File: src/rtl/hazard_unit.sv
// Stall/flush producer for the BEAN-2 in-order pipeline (no forwarding): an E/M/WB
// destination scoreboard plus a RUN/SQUASH FSM drive per-stage stall_*/flush_* controls.
module hazard_unit #(
  parameter int unsigned SQUASH_CYCLES = 2,
  parameter bit          WB_BYPASS     = 1'b1,
  parameter int unsigned CNT_W         = 16
) (
  input  logic             clk,
  input  logic             reset,
  input  logic [4:0]       rs1_D,
  input  logic [4:0]       rs2_D,
  input  logic [4:0]       rd_D,
  input  logic [1:0]       reg_RD_D,
  input  logic             reg_WE_D,
  input  logic             redirect_E,
  input  logic             mem_busy,
  output logic             stall_F,
  output logic             stall_D,
  output logic             stall_E,
  output logic             stall_M,
  output logic             stall_WB,
  output logic             flush_D,
  output logic             flush_E,
  output logic             flush_M,
  output logic             flush_WB,
  output logic [CNT_W-1:0] raw_stall_cnt
);

  typedef enum logic {ST_RUN, ST_SQUASH} state_t;

  localparam logic [2:0] SQ_LOAD = 3'(SQUASH_CYCLES - 1);

  state_t           r_state;
  logic [2:0]       r_squash_cnt;
  logic [CNT_W-1:0] r_raw_cnt;

  logic [4:0] r_e_rd;
  logic       r_e_v;
  logic [4:0] r_m_rd;
  logic       r_m_v;
  logic [4:0] r_wb_rd;
  logic       r_wb_v;

  logic w_rs1_hit;
  logic w_rs2_hit;
  logic w_raw;
  logic w_squash;
  logic w_flush_E;
  logic w_e_wr_v;

  // The WB entry only matters when the regfile cannot write-before-read.
  assign w_rs1_hit = reg_RD_D[0] && (rs1_D != 5'd0) &&
                     ((r_e_v && (r_e_rd == rs1_D)) ||
                      (r_m_v && (r_m_rd == rs1_D)) ||
                      (!WB_BYPASS && r_wb_v && (r_wb_rd == rs1_D)));

  assign w_rs2_hit = reg_RD_D[1] && (rs2_D != 5'd0) &&
                     ((r_e_v && (r_e_rd == rs2_D)) ||
                      (r_m_v && (r_m_rd == rs2_D)) ||
                      (!WB_BYPASS && r_wb_v && (r_wb_rd == rs2_D)));

  assign w_raw    = w_rs1_hit || w_rs2_hit;
  assign w_squash = (r_state == ST_SQUASH) || redirect_E;
  assign w_e_wr_v = reg_WE_D && (rd_D != 5'd0);

  always_comb begin
    stall_F   = 1'b0;
    stall_D   = 1'b0;
    stall_E   = 1'b0;
    stall_M   = 1'b0;
    stall_WB  = 1'b0;
    flush_D   = 1'b0;
    w_flush_E = 1'b0;
    if (reset) begin
      w_flush_E = 1'b0;
    end else if (mem_busy) begin
      stall_F  = 1'b1;
      stall_D  = 1'b1;
      stall_E  = 1'b1;
      stall_M  = 1'b1;
      stall_WB = 1'b1;
    end else if (w_squash) begin
      flush_D   = 1'b1;
      w_flush_E = 1'b1;
    end else if (w_raw) begin
      // Hold F/D and inject a bubble into E until the producer drains.
      stall_F   = 1'b1;
      stall_D   = 1'b1;
      w_flush_E = 1'b1;
    end
  end

  assign flush_E       = w_flush_E;
  assign flush_M       = 1'b0;
  assign flush_WB      = 1'b0;
  assign raw_stall_cnt = r_raw_cnt;

  always_ff @(posedge clk or posedge reset) begin
    if (reset) begin
      r_e_rd  <= 5'd0;
      r_e_v   <= 1'b0;
      r_m_rd  <= 5'd0;
      r_m_v   <= 1'b0;
      r_wb_rd <= 5'd0;
      r_wb_v  <= 1'b0;
    end else if (!mem_busy) begin
      r_e_rd  <= w_flush_E ? 5'd0 : rd_D;
      r_e_v   <= !w_flush_E && w_e_wr_v;
      r_m_rd  <= r_e_rd;
      r_m_v   <= r_e_v;
      r_wb_rd <= r_m_rd;
      r_wb_v  <= r_m_v;
    end
  end

  always_ff @(posedge clk or posedge reset) begin
    if (reset) begin
      r_state      <= ST_RUN;
      r_squash_cnt <= 3'd0;
      r_raw_cnt    <= '0;
    end else if (!mem_busy) begin
      case (r_state)
        ST_RUN: begin
          if (redirect_E) begin
            r_squash_cnt <= SQ_LOAD;
            r_state      <= (SQ_LOAD != 3'd0) ? ST_SQUASH : ST_RUN;
          end else if (w_raw && (r_raw_cnt != {CNT_W{1'b1}})) begin
            r_raw_cnt <= r_raw_cnt + CNT_W'(1);
          end
        end
        ST_SQUASH: begin
          // E already holds a bubble here, so a fresh redirect cannot occur.
          r_squash_cnt <= r_squash_cnt - 3'd1;
          if (r_squash_cnt == 3'd1) begin
            r_state <= ST_RUN;
          end
        end
        default: r_state <= ST_RUN;
      endcase
    end
  end

endmodule

File: config.mk
export PLATFORM = sky130hd
export DESIGN_NAME = hazard_unit
export DESIGN_NICKNAME = d
export VERILOG_FILES = /design/src/rtl/hazard_unit.sv
export SDC_FILE = /design/constraint.sdc
export NUM_CORES = 1
export LEC_CHECK = 0
export CAP_MARGIN = 20
export CORE_UTILIZATION = 45
export DETAILED_ROUTE_END_ITERATION = 10
export PLACE_DENSITY = 0.81
export SYNTH_ARGS = -nofsm -noshare
export SYNTH_HDL_FRONTEND = slang
export SYNTH_SLANG_ARGS = --single-unit
File: constraint.sdc
create_clock -name clk -period 2.2 [get_ports clk]
set_clock_uncertainty 0.2 [all_clocks]
set_input_delay 0.22 -clock clk [delete_from_list [all_inputs] [get_ports clk]]
set_output_delay 0.22 -clock clk [all_outputs]
set_load 0.1 [all_outputs]
==> flow_summary.ini <==
[global_route]
met3_usage_pct = 6.164
grtUsageMet1_pct = 29.91
grt_util_all_layers_pct = 23.35
grt.met2_usage_pct = 36.49
grt_pass1_vias = 1581
grt_pass1_wl_um = 7555
grt_max_degree = 33
gr-total-overflow = 0
busiest_layer = met2
antenna_found_initial = 0

[clock_network]
clkTransAtPathRegs_ns = 0.07
htree_num_levels = 2
clk_latency_ns = 0.28
cts_sinks = 32
cts-root-buf = clkbuf_8
clockBufferDepth = 2
numCtsBuffers = 5
cts_tree = done
cts_hold_buf = 0

[timing]
max_freq_mhz = 407.8
slew_violations = 0
finalWorstSetupSlack_ns = -0.2524
rsz0062_at_grt = true
fin_crit_sh_pct = 111.5
hold_viol_final = 0
setup_viol = 18
fin_crit_ns = 2.452

[floorplan]
core_sq_um = 4029
ioPinCount = 47
rows = 23
die_x_um = 66.80
start_util_pct = 46.89
die_y_um = 66.80
die-area_sq_um = 4462

[drt]
dr.pass1.iters = 4
vias = 1568
ant_nets = 0
viasPerCell = 5.370
drtIter0Drc = 96
wl_per_cell_um = 15.99
routed_wirelength_um = 4670
drc = 0

[layout]
final_util_pct = 70.37
area_growth_pct = 50.07
regArea_sq_um = 835.8
multiInputGateArea_sq_um = 1140
num_antenna_cells = 0
layout.cells.non_filler = 292
layout-drive-gt1-share_pct = 45.45
final_nets = 266
fill_cells = 306

[logic_synthesis]
yosys_warnings = 0
synth_area_sq_um = 1889
synth-seq-area-share_pct = 42.38
synthCells = 172
ys.flop_type = dfrtp_1
synth_edf_count = 0
yosysUniqueCellTypes = 42
post_synth.cell_area_avg_sq_um = 10.98
ys_ff_latch = 32
synthArstFlopShare_pct = 100.0

[power_and_ir_drop]
total_power_mw = 1.804
p_comb_share_pct = 31.1
p_int_mw = 1.202
p_leak_nw = 1.242
clockPowerShare_pct = 27.3
ir_drop_v = 0.0004256
p_sw_mw = 0.6018
p_per_area_nw_per_um2 = 636.1
netSwitchingFraction_pct = 33.37
seqPwrFrac_pct = 41.6

[placement]
place_congestion = 0.9013
dp_cells = 274
place_hpwl_um = 3106
numPortBuffers = 44

[min_path]
hold_path_class = flop to flop

[critical_path]
crit_required_ns = 1.78
cpPeakStageDelay_ns = 0.44
worst-path-max-fanout = 3
slowest_stage = dfrtp_2
path_class = flop to primary output
end_kind = primary output
start_kind = flop
crit_chain = xor2_2 -> nor4_4 -> a32oi_2 -> o22ai_2 -> a21oi_2 -> nor2_4 -> buf_12
worstPathArrival_ns = 2.03

[status]
violations = negative setup slack
status = finished with violations

[run]
max_cap_violations = 0
state kept, by name (all words and copies together), names as in the netlist:
| name | cells |
|---|---|
| r_state | 1 |
| r_e_v | 1 |
| raw_stall_cnt | 16 |
| r_e_rd | 5 |
| r_m_v | 1 |
| r_m_rd | 5 |
| r_squash_cnt | 3 |
worst max-delay path, delay by kind of cell (launching register included):
family / cells / cell delay, ns
AO/OA/AOI/OAI: 3 / 0.45
XOR/XNOR: 1 / 0.17
buffers and inverters: 1 / 0.19
flip-flops: 1 / 0.44
AND/OR/NAND/NOR: 2 / 0.50
cell type report:
class | instances | share of cell area (%)
Tap cell | 50 | 2.207
Sequential cell | 32 | 29.48
Inverter | 4 | 0.5296
Multi-Input combinational cell | 129 | 40.20
Clock buffer | 8 | 3.530
Timing Repair Buffer | 69 | 24.05
layer usage:
metal  up-vias  wire, um
met1       774      2042
met4         0        93
met5         -         0
met2        43      2382
li1        737         -
met3        14       152
power groups by stage:
stage / clock network (mW) / logic (mW) / registers [mW]
6_report: 0.492 / 0.562 / 0.750
5_1_grt: 0.534 / 0.603 / 0.762
4_1_cts: 0.507 / 0.521 / 0.744
3_5_place_dp: 0 / 0.495 / 0.758
3_3_place_gp: 0 / 0.478 / 0.753
2_1_floorplan: 0 / 0.312 / 0.764
synthesized netlist by cell type (2+ instances only):
cell type | instances | area share (%)
dfrtp_1 | 32 | 42
xnor2_1 | 18 | 8.3
xor2_1 | 16 | 7.4
nor2_1 | 13 | 2.6
and3_1 | 7 | 2.3
mux2_2 | 7 | 4.2
nand2_1 | 7 | 1.4
nand3_2 | 7 | 3.7
buf_4 | 5 | 2.0
mux2i_1 | 5 | 2.6
inv_1 | 4 | 0.79
nor4_1 | 4 | 1.3
a21oi_1 | 3 | 0.79
ha_1 | 3 | 2.0
nand4_1 | 3 | 0.99
o21ai_0 | 3 | 0.79
or4_1 | 3 | 1.2
a32oi_1 | 2 | 0.93
and2_1 | 2 | 0.66
and4_1 | 2 | 0.93
nand3_1 | 2 | 0.53
nand3b_1 | 2 | 0.79
nor3b_1 | 2 | 0.79
o21ai_1 | 2 | 0.53
worst paths after layout:
check                                  startpoint  slack [ns]  cells past startpoint                 to
worst max-delay path                    r_m_rd[4]       -0.25                      7            stall_F
worst min-delay path            raw_stall_cnt[11]        0.28                      1  raw_stall_cnt[11]
worst max register to register          r_m_rd[4]       -0.18                     10   raw_stall_cnt[1]
worst min register to register  raw_stall_cnt[11]        0.28                      1  raw_stall_cnt[11]
max in group asynchronous                   reset        1.07                      3   raw_stall_cnt[1]
min in group asynchronous                   reset        0.39                      3            r_state
metrics by stage:
stage	instance area, sq um	worst slack (ns)	TNS (ns)	hold WS [ns]
2_1_floorplan	1973	-0.3423	-0.4025	0.1357
4_1_cts	2719	-0.1828	-1.144	0.2853
5_1_grt	2835	-0.3648	-4.493	0.3024
6_report	2835	-0.2524	-2.340	0.2764
3_3_place_gp	2546	-0.3021	-5.496	0.2698
3_5_place_dp	2546	-0.3402	-6.891	0.2716
cells by family after synthesis:
| logic type | after synthesis | synth area share [%] |
|---|---|---|
| xor gates and xnor gates | 35 | 16.62 |
| adders and majority gates | 3 | 1.987 |
| other | 1 | 0.1985 |
| buffers and inverters | 12 | 3.774 |
| AOI/OAI and AO/OA | 16 | 7.285 |
| muxes | 13 | 7.418 |
| and+or+nand+nor | 60 | 20.33 |
| DFF | 32 | 42.38 |
cell usage in the layout (no fill, tap or decap), drive strengths merged, types with 8 or more instances in the layout:
master,count
mux2,8
nand2,8
xnor2,19
clkdlybuf4s50,13
clkbuf,8
nand3,9
nor2,13
buf,48
xor2,16
dfrtp,32
what timing repair did:
action	in CTS	in global routing
gates cloned	0	0
pin swaps	13	11
setup buffers	5	6
setup endpoints to repair	6	25
gates resized for setup	18	14
Note: power is estimated with default switching activity, not from simulation.
